File: src/rtl/cla_pkg.sv
// Shared types for the carry-lookahead adder family.
package cla_pkg;

  localparam int unsigned CLA_W = 4;

  typedef logic [CLA_W-1:0] cla_nib_t;

  // Group generate/propagate pair, consumed by higher-level lookahead units.
  typedef struct packed {
    logic g;
    logic p;
  } pg_t;

endpackage

File: src/rtl/cla4_lookahead.sv
// Combinational 4-bit lookahead: flat two-level carries plus group G/P.
module cla4_lookahead
  import cla_pkg::*;
(
  input  logic [CLA_W-1:0] p_i,
  input  logic [CLA_W-1:0] g_i,
  input  logic             c0_i,
  output logic [CLA_W-1:0] c_o,   // c_o[k] is carry into bit k+1 (c1..c4)
  output logic             gg_o,
  output logic             gp_o
);

  pg_t grp;

  always_comb begin
    grp   = '0;
    grp.g = g_i[3]
          | (p_i[3] & g_i[2])
          | (p_i[3] & p_i[2] & g_i[1])
          | (p_i[3] & p_i[2] & p_i[1] & g_i[0]);
    grp.p = &p_i;

    c_o    = '0;
    c_o[0] = g_i[0] | (p_i[0] & c0_i);
    c_o[1] = g_i[1] | (p_i[1] & g_i[0]) | (p_i[1] & p_i[0] & c0_i);
    c_o[2] = g_i[2]
           | (p_i[2] & g_i[1])
           | (p_i[2] & p_i[1] & g_i[0])
           | (p_i[2] & p_i[1] & p_i[0] & c0_i);
    c_o[3] = grp.g | (grp.p & c0_i);
  end

  assign gg_o = grp.g;
  assign gp_o = grp.p;

endmodule

File: src/rtl/cla4_reg.sv
// Registered 4-bit carry-lookahead slice with 1-cycle latency.
// Define CLA4_OVF_EN to add the registered signed-overflow output V.
module cla4_reg
  import cla_pkg::*;
#(
  parameter int unsigned WIDTH = 4
) (
  input  logic             clk,
  input  logic             rst_n,
  input  logic             in_valid,
  input  logic [WIDTH-1:0] A,
  input  logic [WIDTH-1:0] B,
  input  logic             in,
  output logic             out_valid,
  output logic [WIDTH-1:0] S,
  output logic             C,
  output logic             G,
`ifdef CLA4_OVF_EN
  output logic             V,
`endif
  output logic             P
);

  if (WIDTH != CLA_W) begin : g_width_check
    $error("cla4_reg: lookahead equations only support WIDTH == 4");
  end

  cla_nib_t p_bits, g_bits, carries, s_d, s_q;
  logic     c_d, g_d, p_d;
  logic     c_q, g_q, p_q, valid_q;

  assign p_bits = A ^ B;
  assign g_bits = A & B;

  cla4_lookahead u_lookahead (
    .p_i  (p_bits),
    .g_i  (g_bits),
    .c0_i (in),
    .c_o  (carries),
    .gg_o (g_d),
    .gp_o (p_d)
  );

  assign s_d = p_bits ^ {carries[2:0], in};
  assign c_d = carries[3];

`ifdef CLA4_OVF_EN
  logic v_d, v_q;
  assign v_d = carries[3] ^ carries[2];

  always_ff @(posedge clk) begin
    if (!rst_n) begin
      v_q <= 1'b0;
    end else if (in_valid) begin
      v_q <= v_d;
    end
  end

  assign V = v_q;
`endif

  always_ff @(posedge clk) begin
    if (!rst_n) begin
      valid_q <= 1'b0;
      s_q     <= '0;
      c_q     <= 1'b0;
      g_q     <= 1'b0;
      p_q     <= 1'b0;
    end else begin
      valid_q <= in_valid;
      if (in_valid) begin
        s_q <= s_d;
        c_q <= c_d;
        g_q <= g_d;
        p_q <= p_d;
      end
    end
  end

  assign out_valid = valid_q;
  assign S         = s_q;
  assign C         = c_q;
  assign G         = g_q;
  assign P         = p_q;

endmodule

File: config.mk
export PLATFORM = sky130hd
export DESIGN_NAME = cla4_reg
export DESIGN_NICKNAME = d
export VERILOG_FILES = /design/src/rtl/cla_pkg.sv /design/src/rtl/cla4_lookahead.sv /design/src/rtl/cla4_reg.sv
export SDC_FILE = /design/constraint.sdc
export NUM_CORES = 1
export LEC_CHECK = 0
export ABC_AREA = 1
export CAP_MARGIN = 40
export CORE_AREA = 2 2 39 41
export DETAILED_ROUTE_END_ITERATION = 8
export DIE_AREA = 0 0 41 43
export PLACE_DENSITY = 0.7
export SKIP_LAST_GASP = 1
export SYNTH_ARGS = -nofsm -noshare
export SYNTH_HDL_FRONTEND = slang
export SYNTH_SLANG_ARGS = --single-unit
export TNS_END_PERCENT = 30
File: constraint.sdc
create_clock -name clk -period 1.7 [get_ports clk]
set_clock_uncertainty 0.15 [all_clocks]
set_input_delay 0.425 -clock clk [delete_from_list [all_inputs] [get_ports clk]]
set_output_delay 0.425 -clock clk [all_outputs]
set_load 0.01 [all_outputs]
# --- Word-level counts from Yosys, hierarchy flattened ---
# Index checks and enable logic that the tools add are counted.
# Widths: inputs -> output; s select.
totals:
  wordCells: 34
  output_inout_bits: 8
  n_memories: 0
  latchBits: 0
  inputBits: 12
  regBits: 8
  romBits: 0
  ramBits: 0
classes:
  n_reduce_logical: 1
  mux: 0
  shift: 0
  n_addsub: 0
  bitwise_logic: 28
  multipliers: 0
  div_mod_pow: 0
  order_cmp: 0
  n_eq_ne: 0
ops:
  columns: ["operator", "n"]
  rows:
  - ["$and 1x1->1", 15]
  - ["$or 1x1->1", 10]
  - ["$xor 4x4->4", 2]
  - ["$and 4x4->4", 1]
  - ["$reduce_and 4->1", 1]

# --- Depth between registers and ports, before layout ---
# Gate-level depths: netlist (run 1).
logic_depth:
  word_depth: 6
  depth_mapped: 8
  ltp_nobuf: 8

# --- Hierarchy ---
# Synthesis (run 1) repeated with hierarchy kept, for this count alone.
unflattened:
  cells_unflattened: 81
  area_unflattened_um2: 510.5
by_module_without_submodules:
  columns: ["module", "n_inst", "cells_each", "seq_area_each_um2", "area_per_inst_um2"]
  rows:
  - ["cla4_reg", 1, 62, 160.2, 419.2]
  - ["cla4_lookahead", 1, 19, 0.0, 91.3]

# --- Least setup slack after synthesis (run 1) ---
# OpenSTA, ideal clock, no wires.
synth_timing:
  kind: "in2reg"
  startpoint: "in A[1]"
  endpoint: "reg s_q[2], in the netlist S[2]"
  slack_ns: 0.201
  stages: 7
  arrival_time_ns: 1.235
  setup_time_ns: 0.114
  required_ns: 1.436
  n_path_buf: 0
  path_cell_list: "ha_1 > a21oi_2 > nand2_1 > nand2_1 > nand2_1 > o21bai_1 > inv_1"
synth_via:
  elab_chain_cells: 5
  elab_cells_between_ends: 8
  classes_between: "bitwise: 8"
synth_rtl:
  columns: ["item", "line", "text"]
  rows:
  - ["start: declaration", "cla4_reg.sv:11", "input logic [WIDTH-1:0] A,"]
  - ["$xor 4x4->4", "cla4_reg.sv:32", "assign p_bits = A ^ B;"]
  - ["$and 1x1->1", "cla4_lookahead.sv:25", "c_o[1] = g_i[1] | (p_i[1] & g_i[0]) | (p_i[1] & p_i[0] & c0_i);"]
  - ["$or 1x1->1 or $and 1x1->1 (tied branches)", "cla4_lookahead.sv:25", null]
  - ["$or 1x1->1 *", "cla4_lookahead.sv:25", null]
  - ["$xor 4x4->4 *", "cla4_reg.sv:44", "assign s_d = p_bits ^ {carries[2:0], in};"]
  - ["end signal: assignment", "cla4_reg.sv:65", "s_q <= '0;"]
  - ["end signal: assignment", "cla4_reg.sv:72", "s_q <= s_d;"]
  - ["end: declaration", "cla4_reg.sv:28", "cla_nib_t p_bits, g_bits, carries, s_d, s_q;"]
# Every way passes the cells marked *; elsewhere a longest branch is shown, timed or not.
# A chain may end at the register's enable or synchronous reset.

# --- Worst setup path in the final report (run 1) ---
layout_timing:
  startpoint: "reg s_q[1], in the netlist S[1]"
  endpoint: "out S[1]"
layout_lines:
  columns: ["item", "line", "text"]
  rows:
  - ["end: declaration", "cla4_reg.sv:15", "output logic [WIDTH-1:0] S,"]
# No word-level cell between the ends.

==> results.json, run 1 <==
{
  "status": "complete, no violations",
  "layout_worst_path_cycle_share_pct": 99.4,
  "timing.rr.start": "S[2]",
  "grt_first_pass_wirelength_mm": 1.93,
  "setup_ws_ps": 9.49,
  "required_ps": 1120,
  "rsz0062_at_grt": "yes",
  "syn-cell-area_um2": 487,
  "drive_above_1_share_pct": 16.0,
  "synth_area_leaders": "dfxtp_1 33%, nand2_1 12%, ha_1 10%",
  "setup_viol": 0,
  "synth_warnings": 0,
  "routedWlPerCell_um": 9.78,
  "dieHeight_um": 43,
  "finalNonFillerCells": 110,
  "cts_inserted_buffers": 3,
  "synthToLayoutAreaGrowth_pct": 67.4,
  "io_buffers": 19,
  "track_usage_pct": 15.9,
  "ys_seq_area_share_pct": 32.9,
  "crit_family": "buffers and inverters",
  "grt_max_degree": 7,
  "maxSlewViolCount": 0,
  "drtIter0Drc": 2,
  "vias_per_cell": 4.62,
  "crit_chain": "clkdlybuf4s50_1",
  "die_area_mm2": 0.00176,
  "min_period_ps": 1690,
  "fp.dieW_um": 41,
  "powerDensity_mw_per_mm2": 640,
  "hold_viol_final": 0,
  "tightest_slew_ps": 193,
  "crit-reg2reg-capture": "S[2]",
  "synth_edf_count": 0,
  "tritoncts": "yes",
  "min_from": "P",
  "dpl.hpwl_um": 881,
  "maxCapViolations": 0,
  "core_area_mm2": 0.00138,
  "grt_pass1_vias": 514,
  "use_met3_pct": 4.71,
  "post-place-ws_ps": -329,
  "antenna_found_initial": 0,
  "clk_pin_slew_ps": 50,
  "min_path_type": "flip-flop to flip-flop",
  "post-place-cells": 107,
  "insertedDiodeCount": 0,
  "synth_fp_nets": 86,
  "synthArstFlopShare_pct": 0,
  "whs_path_depth": 2,
  "synth_cells": 69,
  "crit_slowest_cell": "clkdlybuf4s50_1",
  "cp-start-kind": "flip-flop",
  "endpoint_kind": "output pin",
  "clock-root-buffer": "clkbuf_4",
  "crit_buf_inv": 1,
  "finalNetCount": 113,
  "clock_path_buffers": 2,
  "busiest_layer": "met2",
  "crit_arrival_ps": 1120,
  "max_freq_mhz": 592,
  "routed_wl_mm": 1.08,
  "p_leak_nw": 0.461,
  "synth_seq_cells": 8,
  "critPathMaxStageDelay_ps": 540,
  "peakVddDrop_uv": 419,
  "synth_top_area_share_pct": 32.9,
  "netlist.top_cell.by_area": "dfxtp_1",
  "num_vias": 508,
  "critical_path_peak_fanout": 2,
  "synthTopCellsByCount": "15 x nand2_1, 10 x inv_1, 10 x nor2_1, 8 x dfxtp_1",
  "initial_core_util_pct": 35.2,
  "num_rows": 14,
  "ios": 20,
  "htree_levels": 1,
  "ant_nets": 0,
  "post-cts-setup-buffer-count": 0,
  "yosys.cell_count.top_type": "nand2_1",
  "slew_headroom_pct": 87.1,
  "gp_congestion": 0.777,
  "clk-insertion-delay-late_ps": 250,
  "syn_area_per_cell_um2": 7.05,
  "gr-usage-met2_pct": 27.8,
  "synth_top_flop_cell": "dfxtp_1",
  "rr_worst_depth": 3,
  "drc": 0,
  "use_met1_pct": 16.5,
  "rrSetupSlack_ps": 810,
  "hold-path-endpoint": "P",
  "dr.pass1.iters": 4,
  "ys_types": 19,
  "clkSinkCount": 8,
  "crit_type": "flip-flop to output pin",
  "grt_overflow_total": 0
}
## final cells by class
type / count / area (um^2)
clock buffer: 3 / 22.5
fill: 138 / 569
inverter: 11 / 41.3
multi-input combinational: 49 / 328
sequential: 8 / 160
tap: 16 / 20.0
timing repair buffer: 23 / 243
## per-layer routing
layer	vias up	part of all wire, %
li1	266	-
met1	228	38
met2	12	58
met3	2	3.6
met4	0	0.65
met5	-	0
## where the power goes
part	switching (W)	leakage, nW	internal (W)
sequential	0.00000657	0.0661	0.000202
clock	0.0000614	0.0138	0.0000806
combinational	0.0000753	0.382	0.0000958
total	0.000143	0.461	0.000378
## state kept, by name, indices dropped and copies added (netlist names)
| register | cells |
|---|---|
| S | 4 |
| P | 1 |
| out_valid | 1 |
| G | 1 |
| C | 1 |
## cell families (layout without fill, tap and decap cells)
logic type               count (synthesis)  count (layout)  synth area share (%)
XOR/XNOR                                 1               1                  1.80
flip-flops                               8               8                  32.9
AND/OR/NAND/NOR                         33              33                  28.5
AO/OA/AOI/OAI                           10              10                  11.6
adder cells (fa/ha/maj)                  5               5                  14.4
buffers and inverters                   12              37                  10.8
## stage by stage
step / hold slack, ps / cell area (um^2) / TNS [ps] / power [W] / utilization (%)
after floorplan: 373 / 487 / 0 / 0.000292 / -
after global placement: 329 / 716 / -1450 / 0.000366 / 51.7
after detailed placement: 362 / 716 / -1640 / 0.000370 / 51.7
after CTS: 374 / 763 / -3.88 / 0.000522 / 55.2
after global routing: 409 / 815 / -177 / 0.000564 / 58.9
final: 355 / 815 / 0 / 0.000522 / 58.9
## worst max path at each step
stage,start,to,slack (ps),depth (start not counted)
finish,S[1],S[1],9,1
global route,G,G,-40,1
CTS,S[1],S[1],-2,1
detailed placement,A[1],S[2],-330,8
global placement,A[1],S[2],-290,8
floorplan,A[1],S[2],200,7
## timing repair
action,CTS,global route
endpoints found under the hold margin,0,0
hold buffers,0,0
pin swaps,0,3
resized for setup,2,12
endpoints found under the setup margin,3,12
## layout by cell type (no fill, tap or decap), types with 4 or more instances in the layout
master           netlist  routed
buf_4                  0       4
clkdlybuf4s50_1        0      10
dfxtp_1                8       8
dlymetal6s2s_1         0       9
ha_4                   0       4
inv_1                 10      10
nand2_1               15      15
nand3_1                4       4
nor2_1                10      10
No activity file was read; power rests on OpenSTA's default activity.
==> run 2, diff against run 1 <==
GPL_TIMING_DRIVEN = 0   (was default)
==> run 2 against run 1 <==
  * Global-route usage down 1.3 points
  * Wire length down 4.2%
  * Sequential cell count unchanged
  * Die area unchanged
  * Sequential power about the same
  * Power down 0.34%
  * Clock power up 6%
  * Critical path type unchanged
  * Fmax down 0.19%
==> results.json, run 2 (synthesis gave the netlist of run 1 again) <==
{
  "crit_slowest_cell": "clkdlybuf4s50_1",
  "fillCellCount": 140,
  "clock_path_buffers": 2,
  "num_vias": 487,
  "dpl.hpwl_um": 796,
  "ios": 20,
  "crit_type": "flip-flop to output pin",
  "vias_per_cell": 4.51,
  "dieHeight_um": 43,
  "post-place-cells": 104,
  "largest_reg_flops": 4,
  "crit_buf_inv": 1,
  "antenna_found_initial": 0,
  "slew_headroom_pct": 85.9,
  "insertedDiodeCount": 0,
  "p_leak_nw": 0.425,
  "routed_wl_mm": 1.03,
  "setup_viol": 0,
  "clock-root-buffer": "clkbuf_4",
  "clk-insertion-delay-late_ps": 260,
  "crit_family": "buffers and inverters",
  "multi_input_area_um2": 302,
  "die_area_mm2": 0.00176,
  "tritoncts": "yes",
  "io_buffers": 19,
  "drc": 0,
  "critical_path_peak_fanout": 2,
  "drive_above_1_share_pct": 12.0,
  "powerDensity_mw_per_mm2": 676,
  "grt_overflow_total": 0,
  "dr.pass1.iters": 4,
  "layout_worst_path_cycle_share_pct": 99.6,
  "finalNetCount": 111,
  "seqCellArea_um2": 160,
  "finalNonFillerCells": 108,
  "core_area_mm2": 0.00138,
  "status": "complete, no violations",
  "min_period_ps": 1690,
  "tightest_slew_ps": 212,
  "maxSlewViolCount": 0,
  "clkSinkCount": 8,
  "htree_levels": 1,
  "crit_arrival_ps": 1120,
  "tns_ps": 0,
  "routedWlPerCell_um": 9.55,
  "ant_nets": 0,
  "grt_max_degree": 11,
  "crit_chain": "clkdlybuf4s50_1",
  "max_freq_mhz": 590,
  "cp-start-kind": "flip-flop",
  "fp.dieW_um": 41,
  "grt_first_pass_wirelength_mm": 1.67,
  "rsz0062_at_grt": "yes",
  "post-place-ws_ps": -304,
  "final_cell_mix": "15 x nand2_1, 13 x clkdlybuf4s50_1, 10 x inv_1, 10 x nor2_1, 8 x dfxtp_1",
  "cts_hold_buf": 0,
  "num_rows": 14,
  "track_usage_pct": 14.6,
  "drtIter0Drc": 8,
  "critPathMaxStageDelay_ps": 530,
  "clk_pin_slew_ps": 60,
  "initial_core_util_pct": 35.2,
  "min_path_type": "flip-flop to flip-flop",
  "peakVddDrop_uv": 410,
  "cts_inserted_buffers": 3,
  "synthToLayoutAreaGrowth_pct": 58.1,
  "grt_pass1_vias": 405,
  "setup_ws_ps": 6.30,
  "final_common_cell": "nand2_1",
  "hold_viol_final": 0,
  "endpoint_kind": "output pin",
  "gp_congestion": 0.756,
  "maxCapViolations": 0,
  "required_ps": 1120
}
[run 2: what timing repair did]
action | CTS | global route
resized for setup | 1 | 9
endpoints found under the setup margin | 4 | 12
setup buffers | 0 | 1
pin swaps | 0 | 1
[run 2: routing by layer]
layer	routed length, um	vias to the layer above	GRT usage, %
met2	518	13	20.0
met4	11	0	8.00
met1	444	207	17.5
li1	-	265	-
met5	0	-	0
met3	56	2	7.85
[run 2: metrics by stage]
step                total power, W  util, %  area, um^2  hold slack (ps)
floorplan                 0.000292        -         487              373
global placement          0.000360     50.4         697              325
detailed placement        0.000363     50.4         697              350
CTS                       0.000512     52.2         722              362
global route              0.000560     55.6         769              403
finish                    0.000520     55.6         769              354
[run 2: path summary, 6_finish.rpt]
kind,start,to,slack (ps),cells past startpoint
worst min register to register,P,P,350,2
worst min-delay path,P,P,350,2
worst max register to register,S[2],S[2],850,3
worst max-delay path,S[2],S[2],6,1
[run 2: final cells by class]
cell class,instances,share of cell area (%)
Sequential cell,8,20.8
Clock buffer,3,2.93
Inverter,11,5.37
Tap cell,16,2.60
Buffer,1,1.46
Multi-Input combinational cell,49,39.2
Timing Repair Buffer,20,27.6
[run 2: where the power goes]
part | total (W) | internal [W] | leakage (nW) | switching, W
registers | 0.000208 | 0.000202 | 0.0661 | 0.00000585
clock network | 0.000151 | 0.0000811 | 0.0138 | 0.0000697
logic | 0.000161 | 0.0000896 | 0.345 | 0.0000718
total | 0.000520 | 0.000373 | 0.425 | 0.000147
==> run 3, diff against run 2 <==
PLACE_DENSITY = 0.72   (was 0.7)
SYNTH_HIERARCHICAL = 1   (was default)
==> run 3 against run 2 <==
  * Power grew 5.3%
  * Non-clock buffer count is the same
  * Die area is the same
  * Cell count grew 11%
  * Setup slack gained 3.6 ps
  * Register-to-register slack gained 60 ps
  * Critical path type unchanged
  * Critical endpoint is now G
==> results.json, run 3 <==
{
  "status": "complete, no violations",
  "netlist.top_cell.by_area": "dfxtp_1",
  "initial_core_util_pct": 36.9,
  "multi_input_area_um2": 337,
  "powerDensity_mw_per_mm2": 657,
  "synth-xor-area-share_pct": 0,
  "final_cell_mix": "19 x nand2_1, 18 x inv_1, 12 x nor2_1, 12 x clkdlybuf4s50_1, 8 x dfxtp_1",
  "synth_top_flop_cell": "dfxtp_1",
  "synth_mux_area_share_pct": 0,
  "clk_pin_slew_ps": 50,
  "synthToLayoutAreaGrowth_pct": 63.2,
  "syn_area_per_cell_um2": 6.30,
  "track_usage_pct": 16.8,
  "grt_max_degree": 11,
  "synthAdderAreaFrac_pct": 9.80,
  "clock-root-buffer": "clkbuf_4",
  "grt_overflow_total": 0,
  "clkSinkCount": 8,
  "crit_arrival_ps": 1120,
  "synth_fp_nets": 97,
  "final_common_cell": "nand2_1",
  "routedWlPerCell_um": 10.2,
  "hold_viol_final": 0,
  "htree_levels": 1,
  "antenna_found_initial": 0,
  "gp_congestion": 0.770,
  "crit_type": "flip-flop to output pin",
  "cts_inserted_buffers": 3,
  "ys_seq_area_share_pct": 31.4,
  "synth-compound-area-share_pct": 7.84,
  "synthArstFlopShare_pct": 0,
  "num_vias": 534,
  "ios": 20,
  "max_freq_mhz": 592,
  "seqCellArea_um2": 160,
  "maxSlewViolCount": 0,
  "required_ps": 1120,
  "core_area_mm2": 0.00138,
  "ys_types": 14,
  "cp-start-kind": "flip-flop",
  "endpoint_kind": "output pin",
  "crit_family": "buffers and inverters",
  "clock_path_buffers": 2,
  "fillCellCount": 130,
  "dpl.hpwl_um": 875,
  "drc": 0,
  "rsz0062_at_grt": "yes",
  "setup_viol": 0,
  "syn-cell-area_um2": 510,
  "synth_warnings": 6,
  "synthTopCellsByCount": "19 x nand2_1, 18 x inv_1, 12 x nor2_1, 8 x dfxtp_1, 5 x nand3_1",
  "layout_worst_path_cycle_share_pct": 99.4,
  "synth_edf_count": 0,
  "insertedDiodeCount": 0,
  "crit_buf_inv": 1,
  "clk-insertion-delay-late_ps": 250,
  "dieHeight_um": 43,
  "min_period_ps": 1690,
  "slew_headroom_pct": 85.2,
  "crit_slowest_cell": "clkdlybuf4s50_1",
  "synth_seq_cells": 8,
  "synth_top_area_share_pct": 31.4,
  "tightest_slew_ps": 222,
  "ant_nets": 0,
  "dr.pass1.iters": 3,
  "grt_first_pass_wirelength_mm": 2.03,
  "fp.dieW_um": 41,
  "tns_ps": 0,
  "routed_wl_mm": 1.23,
  "maxCapViolations": 0,
  "fin_area_um2": 833,
  "synth_area_leaders": "dfxtp_1 31%, nand2_1 14%, inv_1 13%",
  "yosys.area_share.simple_pct": 34.8,
  "critPathMaxStageDelay_ps": 540,
  "crit_chain": "clkdlybuf4s50_1",
  "num_rows": 14,
  "io_buffers": 19,
  "largest_reg_flops": 4,
  "peakVddDrop_uv": 378,
  "drtIter0Drc": 1,
  "grt_pass1_vias": 492,
  "tritoncts": "yes",
  "finalNetCount": 122,
  "yosys.cell_count.top_type": "nand2_1",
  "drive_above_1_share_pct": 17.3,
  "place_area_um2": 721,
  "p_leak_nw": 0.474,
  "critical_path_peak_fanout": 2,
  "cts_hold_buf": 0,
  "synth_cells": 81,
  "vias_per_cell": 4.45,
  "min_path_type": "flip-flop to flip-flop",
  "synth_top_family_by_area": "simple AND/OR/NAND/NOR gates",
  "die_area_mm2": 0.00176
}
[run 3: kinds of logic after synthesis]
family | count (synthesis)
compound gates | 8
fa+ha+maj | 4
buf+inv | 20
flops | 8
simple gates | 41
[run 3: layer usage]
metal | global-route usage [%] | part of all wire [%] | vias to the layer above
li1 | - | - | 288
met1 | 20.8 | 43 | 233
met2 | 27.5 | 51 | 11
met3 | 3.14 | 4.3 | 2
met4 | 6.00 | 0.98 | 0
met5 | 0 | 0 | -
[run 3: final timing paths]
| path | start | to | slack [ps] | depth (start not counted) |
|---|---|---|---|---|
| min | G | G | 360 | 2 |
| max | G | G | 10 | 1 |
| max reg2reg | S[3] | S[3] | 910 | 4 |
| min reg2reg | G | G | 360 | 2 |
[run 3: what timing repair did]
action / 4_1_cts / 5_1_grt
resized for setup: 5 / 10
pin swaps: 0 / 4
hold endpoints to repair: 0 / 0
endpoints found under the setup margin: 8 / 11
buffers inserted: 0 / 1
[run 3: stage by stage]
| step | setup WS (ps) | cells | power (W) | utilization, % | hold slack (ps) |
|---|---|---|---|---|---|
| finish | 9.86 | 120 | 0.000547 | 60.2 | 358 |
| global route | -54.4 | 120 | 0.000586 | 60.2 | 390 |
| CTS | -8.98 | 119 | 0.000540 | 56.6 | 364 |
| detailed placement | -364 | 116 | 0.000382 | 52.1 | 343 |
| global placement | -360 | 116 | 0.000377 | 52.1 | 322 |
| floorplan | 194 | 81 | 0.000309 | - | 368 |
[run 3: final cells by class]
cell class              count  area share [%]
inverters                  19            8.56
flip-flops and latches      8            19.2
plain buffers               1            1.35
repair buffers             20            25.4
well taps                  16            2.40
clock buffers               3            2.70
multi-input cells          53            40.4
[run 3: power by group]
part,switching [W],leakage [nW],internal [W]
registers,0.00000729,0.0664,0.000203
logic,0.0000956,0.394,0.000102
clock network,0.0000592,0.0138,0.0000804
